<file path="config.mk">
export PLATFORM = sky130hd
export DESIGN_NAME = pipe_stage_reg
export DESIGN_NICKNAME = d
export VERILOG_FILES = /design/src/rtl/pipe_pkg.sv /design/src/rtl/pipe_skid_entry.sv /design/src/rtl/pipe_stage_reg.sv
export SDC_FILE = /design/constraint.sdc
export NUM_CORES = 1
export LEC_CHECK = 0
export CORE_UTILIZATION = 40
export DETAILED_ROUTE_END_ITERATION = 7
export DONT_BUFFER_PORTS = 1
export PLACE_DENSITY_LB_ADDON = 0.25
export SLEW_MARGIN = 5
export SYNTH_ARGS = -nofsm -noshare
export SYNTH_HDL_FRONTEND = slang
export SYNTH_SLANG_ARGS = --single-unit
</file>
<file path="constraint.sdc">
create_clock -name clk -period 2.4 [get_ports clk]
set_clock_uncertainty 0.05 [all_clocks]
set_input_delay 0.24 -clock clk [delete_from_list [all_inputs] [get_ports clk]]
set_output_delay 0.24 -clock clk [all_outputs]
set_load 0.01 [all_outputs]
</file>
<file path="src/rtl/pipe_pkg.sv">
// Shared definitions for the pipelined MIPS core inter-stage registers.
package pipe_pkg;

  localparam int unsigned PC_W     = 32;
  localparam int unsigned IFID_DW  = 64;
  localparam int unsigned IDEX_DW  = 148;
  localparam int unsigned EXMEM_DW = 107;
  localparam int unsigned MEMWB_DW = 71;

  // Widest boundary payload; narrower stages take a width-cast slice of the NOP.
  localparam int unsigned PAYLOAD_MAX_W = IDEX_DW;
  localparam logic [PAYLOAD_MAX_W-1:0] NOP_PAYLOAD = '0;

  typedef enum logic [1:0] {
    NORMAL = 2'd0,
    BUBBLE = 2'd1,
    HOLD   = 2'd2,
    FLUSH  = 2'd3
  } hazard_ctrl_e;

endpackage

</file>
<file path="src/rtl/pipe_skid_entry.sv">
// Single valid-tagged register holding payload plus sideband, with load and clear.
module pipe_skid_entry
  import pipe_pkg::*;
#(
  parameter int unsigned DW = 64,
  parameter int unsigned SW = 32
) (
  input  logic          clk,
  input  logic          reset,
  input  logic          i_clr,
  input  logic          i_load,
  input  logic          i_valid,
  input  logic [DW-1:0] i_data,
  input  logic [SW-1:0] i_side,
  output logic          o_valid,
  output logic [DW-1:0] o_data,
  output logic [SW-1:0] o_side
);

  logic          r_valid;
  logic [DW-1:0] r_data;
  logic [SW-1:0] r_side;

  // An invalid entry always holds the NOP payload.
  always_ff @(posedge clk) begin
    if (!reset || i_clr) begin
      r_valid <= 1'b0;
      r_data  <= DW'(NOP_PAYLOAD);
      r_side  <= '0;
    end else if (i_load) begin
      r_valid <= i_valid;
      r_data  <= i_valid ? i_data : DW'(NOP_PAYLOAD);
      r_side  <= i_side;
    end
  end

  assign o_valid = r_valid;
  assign o_data  = r_data;
  assign o_side  = r_side;

endmodule

</file>
<file path="src/rtl/pipe_stage_reg.sv">
// Inter-stage pipeline register with handshake, flush, bubble and bubble counter.
// Define PIPE_STAGE_SKID_EN to add a skid entry so in_ready no longer depends on out_ready.
module pipe_stage_reg
  import pipe_pkg::*;
#(
  parameter int unsigned DW = 64,
  parameter int unsigned SW = 32,
  parameter int unsigned CW = 16
) (
  input  logic          clk,
  input  logic          reset,
  input  logic          in_valid,
  output logic          in_ready,
  input  logic [DW-1:0] in_data,
  input  logic [SW-1:0] in_side,
  input  logic          flush,
  input  logic          bubble,
  output logic          out_valid,
  input  logic          out_ready,
  output logic [DW-1:0] out_data,
  output logic [SW-1:0] out_side,
  output logic [CW-1:0] bubble_cnt
);

  logic          w_adv;
  hazard_ctrl_e  w_ctrl;
  logic          w_main_load;
  logic          w_main_valid;
  logic [DW-1:0] w_main_data;
  logic [SW-1:0] w_main_side;
  logic          w_count;
  logic [CW-1:0] r_bubble_cnt;

`ifdef PIPE_STAGE_SKID_EN
  logic          w_skid_load;
  logic          w_skid_clr;
  logic          w_skid_valid;
  logic [DW-1:0] w_skid_data;
  logic [SW-1:0] w_skid_side;

  assign in_ready = ~w_skid_valid & ~flush & ~bubble;
`else
  assign in_ready = w_adv & ~flush & ~bubble;
`endif

  assign w_adv = ~out_valid | out_ready;

  always_comb begin
    if (flush)       w_ctrl = FLUSH;
    else if (!w_adv) w_ctrl = HOLD;
    else if (bubble) w_ctrl = BUBBLE;
    else             w_ctrl = NORMAL;
  end

  // Main-entry (and skid-entry) update selection.
  always_comb begin
    w_main_load  = 1'b0;
    w_main_valid = 1'b0;
    w_main_data  = in_data;
    w_main_side  = in_side;
    w_count      = 1'b0;
`ifdef PIPE_STAGE_SKID_EN
    w_skid_load  = 1'b0;
    w_skid_clr   = 1'b0;
    case (w_ctrl)
      FLUSH: begin
        w_main_load = 1'b1;
        w_skid_clr  = 1'b1;
      end
      BUBBLE, NORMAL: begin
        w_main_load = 1'b1;
        if (w_skid_valid) begin
          // Drain the skid entry first; a pending bubble waits for it.
          w_main_valid = 1'b1;
          w_main_data  = w_skid_data;
          w_main_side  = w_skid_side;
          w_skid_clr   = 1'b1;
        end else if (w_ctrl == BUBBLE) begin
          w_count = 1'b1;
        end else begin
          w_main_valid = in_valid;
        end
      end
      HOLD: w_skid_load = in_ready & in_valid;
      default: ;
    endcase
`else
    case (w_ctrl)
      FLUSH: w_main_load = 1'b1;
      BUBBLE: begin
        w_main_load = 1'b1;
        w_count     = 1'b1;
      end
      NORMAL: begin
        w_main_load  = 1'b1;
        w_main_valid = in_valid;
      end
      HOLD: ;
      default: ;
    endcase
`endif
  end

  pipe_skid_entry #(.DW(DW), .SW(SW)) u_main (
    .clk     (clk),
    .reset   (reset),
    .i_clr   (1'b0),
    .i_load  (w_main_load),
    .i_valid (w_main_valid),
    .i_data  (w_main_data),
    .i_side  (w_main_side),
    .o_valid (out_valid),
    .o_data  (out_data),
    .o_side  (out_side)
  );

`ifdef PIPE_STAGE_SKID_EN
  pipe_skid_entry #(.DW(DW), .SW(SW)) u_skid (
    .clk     (clk),
    .reset   (reset),
    .i_clr   (w_skid_clr),
    .i_load  (w_skid_load),
    .i_valid (in_valid),
    .i_data  (in_data),
    .i_side  (in_side),
    .o_valid (w_skid_valid),
    .o_data  (w_skid_data),
    .o_side  (w_skid_side)
  );
`endif

  // Saturating count of inserted bubbles.
  always_ff @(posedge clk) begin
    if (!reset) begin
      r_bubble_cnt <= '0;
    end else if (w_count && (r_bubble_cnt != {CW{1'b1}})) begin
      r_bubble_cnt <= r_bubble_cnt + CW'(1);
    end
  end

  assign bubble_cnt = r_bubble_cnt;

endmodule
</file>
Word-level counts from Yosys, hierarchy flattened
Index checks and enable logic that the tools add are counted.
{"block": "totals", "ff_bits": 113, "input_bits": 102, "output_inout_bits": 114, "word_cells": 24}
{"block": "classes", "n_addsub": 1, "eq_ne": 3, "mux": 7, "bitwise_logic": 6, "n_reduce_logical": 3}
{"cell": "two-way mux 64 bit", "count": 1}
{"cell": "adder 16 x 1 -> 16 bit, second input constant", "count": 1}
{"cell": "!= test 16 bit, second input constant", "count": 1}
{"cell": "two-way mux 1 bit", "count": 4}
{"cell": "two-way mux 2 bit", "count": 2}
{"cell": "NOT 1 bit", "count": 3}
{"cell": "OR reduction 3 bit", "count": 1}
{"cell": "bitwise AND 1 bit", "count": 2}
{"cell": "== test 2 x 1 -> 1 bit, second input constant", "count": 1}
{"cell": "== test 2 bit, second input constant", "count": 1}
{"cell": "logical NOT 2 bit", "count": 1}
{"cell": "logical AND 1 bit", "count": 1}
{"cell": "bitwise OR 1 bit", "count": 1}

Longest topological paths before layout
Gate-level depths: netlist of the first run.
{"block": "depth", "depth_word": 7, "mapped_depth": 7, "mapped_depth_nobuf": 5}

Hierarchy
From an unflattened synthesis of the first run, not the netlist that was laid out.
{"block": "unflattened", "hier_cells": 503, "area_unflattened_um2": 4623.2}
{"mod": "pipe_skid_entry", "n_inst": 1, "cells_each": 392, "area_per_inst_um2": 3726.1, "seq_area_each_um2": 1941.9}
{"mod": "pipe_stage_reg", "n_inst": 1, "cells_each": 111, "area_per_inst_um2": 897.1, "seq_area_each_um2": 320.3}

Worst setup path after synthesis of the first run
OpenSTA, ideal clock, no wires.
{"block": "synth_timing", "path_type": "flip-flop to flip-flop", "start": "register r_bubble_cnt[0], in the netlist bubble_cnt[0]", "end": "register r_bubble_cnt[5], in the netlist bubble_cnt[5]", "setup_time_ps": 70, "arrival_time_ps": 1677, "required_time_ps": 2280, "slack_ps": 603, "path_stages_with_launch": 7, "path_buffers": 1, "period_less_slack_ps": 1797, "path_cell_list": "dfxtp_1 -> ha_1 -> and4_1 -> and4bb_1 -> buf_6 -> or4_1 -> a21oi_1"}
{"block": "synth_between", "elab_chain_len": 2, "word_cells_on_any_way": 3, "cone_classes": "add/sub (1); eq/ne (1); reduce/logical (1)"}
{"element": "start: declaration", "line": "pipe_stage_reg.sv:32", "rtl": "logic [CW-1:0] r_bubble_cnt;"}
{"element": "start signal: assignment", "line": "pipe_stage_reg.sv:137", "rtl": "r_bubble_cnt <= r_bubble_cnt + CW'(1);"}
{"element": "branches (longest 2 deep; another with adder 16 x 1 -> 16 bit)"}
Parallel ways; which one is timed is not known.
A chain may end at the register's enable or synchronous reset.

Worst setup path after layout of the first run
{"block": "layout_timing", "start": "register r_bubble_cnt[1], in the netlist bubble_cnt[1]", "end": "register r_bubble_cnt[14], in the netlist bubble_cnt[14]"}
Same word-level chain as after synthesis.

==> metrics.txt, run 1 <==
H-tree depth=4; Startpoint Class=flip-flop; CTS Root Cell=clkbuf_8; Synth Flop Type=dfxtp_1; post-synthesis xor/xnor area fraction=0%; Core Util, Final=58.5%; Hold Crit Class=in -> reg; Rows=36; GR met2 Demand/Resource=33.7%; global-route wire length before repair=16.2 mm; synthesized cell area=0.00411 mm²; initial core utilization=41.6%; Global Route met1 Usage=22.0%; Clock Tree Buf Depth=2; vias=3,767; largest family of logic cells by synthesized area=simple AND/OR/NAND/NOR gates; post-synthesis compound-gate area fraction=18.9%; Core Region=0.00986 mm²; Slew HR=60.0%; GRT Max-Usage Layer=met2; Worst-Margin Slew=0.599 ns; Syn Area/Cell=8.93 µm²; Fmax achieved=0.521 GHz; layout cells sized above 1=7.14%; 1st-pass router iterations=5; Syn Nets=563; Layout area overhead=40.5%; Post-Synth Simple-Gate Area=20.7%; vias in the first global route=3,439; Final GP Congestion=0.771; cts repair resizes=0; top post-synthesis cells by area=dfxtp_1, a22oi_1, nand2_1; Synth top area share=55.1%; number of flops mapped to enable cells by yosys=0; I/O Buffers=0; mux cell area share after synthesis=1.22%; Crit-path slowest cell=or4_1; Ys Warns=0; final period utilization=80.0%; die height=103 µm; n_diodes=0; MaxCap Viol Count=0; run status=finished, final reports clean; required time of the critical path=2.76 ns; NumNets Final=650; # fillers=772; crit path max fanout=8; die footprint=0.0107 mm²; Final Routed Wirelength=11.7 mm; area share of fa/ha/maj cells after synthesis=0.305%; Residual DRC=0; Die Width=103 µm; crit path kind=reg -> reg; CTS sink count=113; Worst VDD drop=406 µV; dpl ws=0.498 ns; pin count of the biggest net entering global routing=66; Fin. Hold Viols=0; Final Setup Violations=0; crit path cell chain=ha_1, and4_1, nand4_1, or4_1, a21oi_1; clock slew at reported path FFs=0.05 ns; synth unique cells=35; worst skew pair latency=0.50 ns; PD cells=817 mW/mm²; I/O pins=216; vias per inst=5.44; Setup TNS=0 ns; Max Slew Vio Count=0; CTS tree=built; crit-path max cell delay=0.47 ns; post-route ant nets=0; Worst Setup End Kind=flip-flop; Final Total Pwr=4.72 mW; Final min period=1.92 ns; Seq/Total Area, Yosys=55.1%; DR WL/cell=16.9 µm; CP Data Arrival Time=2.28 ns; Lkg Pwr=2.18 nW; dominant cell type by area after synthesis=dfxtp_1; Post-Synthesis Cells=460; initial antenna violation count=0; met3 usage=8.47%; Overall Global Routing Usage=20.4%; drt first-iter violations=153; grt ovf=0; Yosys reg bits=113; setup slack after layout=0.480 ns; TritonCTS buffer count=17; DPL Wire Length=6.64 mm; RSZ-0062 raised after global routing=false; ys async rst share=0%
repair_timing:
| item | in CTS | in global routing |
|---|---|---|
| buffers inserted | 0 | 0 |
| hold buffers | 97 | 0 |
| endpoints found under the hold margin | 104 | 0 |
placed cells by master (no fill, tap or decap), types with 3 or more instances in the layout:
cell,n
dfxtp_1,113
dlygate4sd3_1,97
nand2_1,76
nor2_1,68
a22oi_1,64
a21oi_1,40
clkbuf_16,16
nand2b_1,7
nand3_1,6
o21ai_0,6
clkinv_2,5
mux2i_1,5
or3_1,5
nor4_1,4
and4_1,3
clkbuf_8,3
bufinv_16,3
clkbuf_1,3
buf_12,3
metrics by stage:
step	cell area, µm²	instances	hold WS [ns]
2_1_floorplan	4110	460	0.330
3_3_place_gp	4210	564	0.328
3_5_place_dp	4210	564	0.336
4_1_cts	5770	693	0.0789
5_1_grt	5770	693	0.0885
6_report	5770	693	0.104
layout make-up:
cell class | count | area [µm²] | area share (%)
multi-input cells | 311 | 1700 | 29.5
repair buffers | 102 | 1050 | 18.1
well taps | 133 | 166 | 2.88
inverters | 2 | 8.76 | 0.152
clock buffers | 22 | 453 | 7.85
clock inverters | 10 | 134 | 2.32
flip-flops and latches | 113 | 2260 | 39.2
power by group:
group          internal [mW]  switching, mW
clock                   1.63          0.833
combinational          0.149          0.115
sequential              1.93         0.0619
total                   3.71           1.01
layer usage:
layer,vias to the layer above,routed length (µm),share of wire [%]
met3,25,1100,9.4
met5,-,0,0
met1,1751,4640,40
met4,0,323,2.8
li1,1789,-,-
met2,202,5620,48
cell families (layout without fill, tap and decap cells):
| family | after synthesis | count (layout) |
|---|---|---|
| compound gates | 118 | 118 |
| fa+ha+maj | 1 | 1 |
| buf+inv | 36 | 136 |
| flops | 113 | 113 |
| mux | 5 | 5 |
| simple gates | 187 | 187 |
sequential cells by signal (all words and copies together) (netlist names):
register and count:
u_main.o_side 32, u_main.o_data 64, bubble_cnt 16, u_main.o_valid 1
synthesized netlist by cell type (2+ instances only):
cell type / number
nand4_1: 2
nand2_1: 76
or3_1: 5
nand2b_1: 7
nor4_1: 4
nor4b_1: 3
o311ai_0: 2
and4_1: 3
clkbuf_1: 22
o21ai_0: 6
mux2i_1: 5
o41ai_1: 2
dfxtp_1: 113
o31ai_1: 2
a21oi_1: 40
and3_1: 2
nor3_1: 2
nor2_1: 68
or4_1: 2
a22oi_1: 64
nand3_1: 6
buf_2: 11
critical path: cells and delay by family, from the launching register on:
kind / cells / cell delay [ns]
AO/OA/AOI/OAI: 1 / 0.15
adder cells (fa/ha/maj): 1 / 0.24
flip-flops: 1 / 0.45
AND/OR/NAND/NOR: 3 / 0.94
worst paths after layout:
check | from | to | slack [ns] | cells after the start
max | bubble_cnt[1] | bubble_cnt[14] | 0.48 | 5
min reg2reg | u_main.o_side[18] | u_main.o_side[18] | 0.45 | 2
min | flush | u_main.o_side[22] | 0.10 | 4
max reg2reg | bubble_cnt[1] | bubble_cnt[14] | 0.48 | 5
Note: power is estimated with default switching activity, not from simulation.
==> inputs of run 2 (changes only) <==
Clock period 2.4 ns to 1.6 ns, I/O delays scaled along.
==> run 2 against run 1 <==
Net effect: the flow now finishes with violations (setup timing); flip-flop and latch count unchanged; clock-buffer cell count shrank 4; via count increased by 8.3%; fmax grew 15%; sequential share of layout area shrank 3.8 points; total power rose by 57%; worst setup slack worse by 0.55 ns; critical path type unchanged.
==> metrics.txt, run 2 (synthesis results as in run 1) <==
n_diodes=0; initial core utilization=41.6%; Max Slew Vio Count=0; post-route ant nets=0; GR met2 Demand/Resource=40.1%; I/O Buffers=0; grt ovf=0; met3 usage=9.14%; Final min period=1.67 ns; Lkg Pwr=2.46 nW; vias=4,080; Overall Global Routing Usage=22.8%; Core Region=0.00986 mm²; NumNets Final=704; max reg flops=64; run status=complete, but fails checks; global-route wire length before repair=18.3 mm; crit path cell chain=ha_4, and4_1, nand4_1, buf_4, buf_6, o311a_1; Residual DRC=0; I/O pins=216; FF+latch area=0.00227 mm²; Crit-path slowest cell=dfxtp_4; Global Route met1 Usage=23.8%; most common cell after layout, fill and taps aside=dfxtp_1; Layout area overhead=56.0%; 1st-pass router iterations=5; Worst Setup End Kind=flip-flop; Clock Tree Buf Depth=2; CTS sink count=113; DR WL/cell=17.8 µm; vias in the first global route=3,820; dpl ws=-0.0637 ns; DPL Wire Length=7.33 mm; layout cells sized above 1=18.4%; setup slack after layout=-0.0726 ns; largest delay contributor family on the critical path=simple AND/OR/NAND/NOR gates; TritonCTS buffer count=17; RSZ-0062 raised after global routing=true; Multi-input gate area=0.00183 mm²; H-tree depth=4; Final Total Pwr=7.41 mW; pin count of the biggest net entering global routing=66; required time of the critical path=1.94 ns; clock slew at reported path FFs=0.06 ns; worst skew pair latency=0.50 ns; Startpoint Class=flip-flop; R2R Setup Slk=-0.07 ns; Fmax achieved=0.598 GHz; # fillers=741; Die Width=103 µm; Hold Crit Class=in -> reg; Worst Hold Slack=0.0275 ns; Slew HR=51.3%; Worst-Margin Slew=0.727 ns; PD cells=1160 mW/mm²; Fin. Hold Viols=0; CTS tree=built; Rows=36; initial antenna violation count=0; CP Data Arrival Time=2.01 ns; Final Routed Wirelength=13.3 mm; final period utilization=105%; most frequent cells in the layout=dfxtp_1, dlygate4sd3_1, nand2_1, nor2_1, a22oi_1; vias per inst=5.46; GRT Max-Usage Layer=met2; crit path max fanout=3; drt first-iter violations=158; die footprint=0.0107 mm²; failing checks=setup timing; CTS Root Cell=clkbuf_8; crit-path max cell delay=0.36 ns; MaxCap Viol Count=0; Final GP Congestion=0.782; crit path kind=reg -> reg; die height=103 µm; Buf/Inv on CP=2; Final Setup Violations=4; Worst VDD drop=697 µV
-- run 2: tightest hold or removal path, delay by kind of cell --
kind                   cells  cell delay, ns
buffers and inverters      1            0.19
AND/OR/NAND/NOR            3            0.19
-- run 2: where the power goes --
group          internal [mW]  total (mW)  switching [mW]
clock network           2.59        4.00            1.40
logic                  0.244       0.431           0.187
registers               2.89        2.98          0.0909
total                   5.73        7.41            1.68
-- run 2: final timing paths --
kind,startpoint,end,cells after the start
setup / recovery,bubble_cnt[1],bubble_cnt[12],6
hold / removal,bubble,u_main.o_valid,4
setup reg to reg,bubble_cnt[1],bubble_cnt[12],6
hold reg to reg,u_main.o_side[28],u_main.o_side[28],2
-- run 2: what timing repair did --
| action | in CTS | in global routing |
|---|---|---|
| gates cloned | 0 | 1 |
| setup buffers | 4 | 3 |
| pin swaps | 4 | 7 |
| hold endpoints to repair | 110 | 0 |
| endpoints found under the setup margin | 10 | 43 |
| hold buffers | 104 | 0 |
| resized for setup | 5 | 28 |
-- run 2: routing by layer --
metal	vias up	wire [µm]
met5	-	0
met3	39	1080
met2	209	6820
met1	1927	5010
li1	1905	-
met4	0	420
-- run 2: stage by stage --
stage               instance area [µm²]  TNS [ns]  util (%)  instances
floorplan                          4130   -0.0250         -        460
global placement                   4540   -0.0497      46.0        603
detailed placement                 4540    -0.225      46.0        603
CTS                                6250   -0.0941      63.4        743
global route                       6410    -0.688      64.9        747
finish                             6410    -0.146      64.9        747
-- run 2: area by class of cell --
| type | count | area share, % |
|---|---|---|
| inverter | 2 | 0.137 |
| timing repair buffer | 156 | 23.4 |
| clock inverter | 14 | 3.16 |
| multi-input combinational | 311 | 28.6 |
| tap | 133 | 2.60 |
| clock buffer | 18 | 6.68 |
| sequential | 113 | 35.4 |
==> inputs of run 3 (changes only) <==
Clock period 1.6 ns to 1.64 ns, I/O delays scaled along.
==> run 3 against run 2 <==
Net effect: the flow still finishes with violations (setup timing); fmax increased by 0.59%; first-iteration DRC count down 3.2%; non-clock buffer count shrank 18; global-route usage fell by 0.47 points; hold slack improved by 0.0037 ns; die area stayed put; clock power down 15%; utilization is 2.7 points lower; design area decreased by 4.1%; largest cell class unchanged; largest power group unchanged.
==> metrics.txt, run 3 (synthesis results as in run 1) <==
Lkg Pwr=2.34 nW; Max Slew Vio Count=0; Setup TNS=-0.0479 ns; final period utilization=101%; crit path kind=reg -> reg; TritonCTS buffer count=17; 1st-pass router iterations=5; DPL Wire Length=7.14 mm; Worst-Margin Slew=0.510 ns; initial core utilization=41.6%; die footprint=0.0107 mm²; I/O pins=216; worst r2r dst=bubble_cnt[11]; CTS tree=built; Core Region=0.00986 mm²; Residual DRC=0; Hold Crit Class=in -> reg; I/O Buffers=0; post-route ant nets=0; initial antenna violation count=0; Fin. Hold Viols=0; Worst Setup End Kind=flip-flop; Final Setup Violations=4; required time of the critical path=1.97 ns; max reg flops=64; Startpoint Class=flip-flop; Final GP Congestion=0.784; RSZ-0062 raised after global routing=true; vias per inst=5.42; Final min period=1.66 ns; die height=103 µm; Post-Place Cells=590; Fmax achieved=0.601 GHz; CTS Root Cell=clkbuf_8; # fillers=749; Slew HR=65.7%; layout cells sized above 1=14.6%; n_diodes=0; pin count of the biggest net entering global routing=66; Crit Reg-Reg Startpoint=bubble_cnt[11]; Rows=36; crit path max fanout=7; run status=complete, but fails checks; Clock Tree Buf Depth=2; DR WL/cell=17.7 µm; worst skew pair latency=0.50 ns; crit path to=bubble_cnt[11]; MaxCap Viol Count=0; Final Routed Wirelength=12.9 mm; H-tree depth=4; vias=3,949; fin cells=729; most frequent cells in the layout=dfxtp_1, dlygate4sd3_1, nand2_1, nor2_1, a22oi_1; PD cells=1100 mW/mm²; drt first-iter violations=153; worst reg2reg path depth=4; Worst setup startpoint=bubble_cnt[11]; global-route wire length before repair=18.1 mm; setup slack after layout=-0.0228 ns; NumNets Final=686; grt ovf=0; clock slew at reported path FFs=0.06 ns; Die Width=103 µm; failing checks=setup timing; Layout area overhead=49.6%; Worst VDD drop=661 µV; vias in the first global route=3,738; CTS sink count=113; Overall Global Routing Usage=22.3%; most common cell after layout, fill and taps aside=dfxtp_1; R2R Setup Slk=-0.02 ns; CP Data Arrival Time=1.99 ns
==> run 3: worst min-delay path by stage <==
stage | from | end | slack, ns | depth (start not counted)
after floorplan | in_side[0] | u_main.o_side[0] | 0.25 | 2
after global placement | reset | bubble_cnt[12] | 0.25 | 1
after detailed placement | reset | bubble_cnt[12] | 0.25 | 1
after CTS | reset | bubble_cnt[2] | 0.02 | 3
after global routing | reset | bubble_cnt[2] | 0.06 | 3
final | bubble | u_main.o_valid | 0.03 | 4
==> run 3: report_power, final <==
part	leakage, nW	switching (mW)	internal, mW	total, mW
logic	1.14	0.182	0.239	0.421
clock network	0.268	1.34	2.06	3.40
registers	0.923	0.0897	2.82	2.91
==> run 3: layout make-up <==
cell class	instances	area, µm²	area share, %
Inverter	2	8.76	0.143
Clock inverter	14	133	2.16
Tap cell	133	166	2.71
Timing Repair Buffer	138	1360	22.1
Sequential cell	113	2270	36.9
Multi-Input combinational cell	311	1780	29.0
Clock buffer	18	428	6.97
==> run 3: repair_timing <==
action	CTS	global route
setup buffers	0	2
gates cloned	0	1
hold buffers	104	0
pin swaps	0	5
gates resized for setup	1	19
hold endpoints to repair	108	0
setup endpoints to repair	2	48
==> run 3: critical path, cell delays in order, from the launching register on <==
cell and delay (ns):
dfxtp_1 0.42, nand4_2 0.27, nor3_1 0.52, nor4_1 0.13, mux2i_1 0.15
==> run 3: metrics by stage <==
| step | utilization (%) | power (mW) | cell area, µm² | hold slack [ns] | worst slack [ns] |
|---|---|---|---|---|---|
| finish | 62.3 | 6.74 | 6140 | 0.0313 | -0.0228 |
| global route | 62.3 | 6.99 | 6140 | 0.0558 | -0.0849 |
| CTS | 61.3 | 6.77 | 6050 | 0.0151 | -0.00964 |
| detailed placement | 45.0 | 3.17 | 4440 | 0.252 | 0.000897 |
| global placement | 45.0 | 3.16 | 4440 | 0.249 | 0.0297 |
| floorplan | - | 3.10 | 4130 | 0.254 | 0.0150 |
==> run 3: layer usage <==
metal / wire, µm / share of wire, % / vias up / global-route usage [%]
met5: 0 / 0 / - / 0
li1: - / - / 1868 / -
met2: 6570 / 51 / 213 / 39.4
met1: 4900 / 38 / 1846 / 24.3
met4: 255 / 2.0 / 0 / 10.4
met3: 1150 / 8.9 / 22 / 7.39
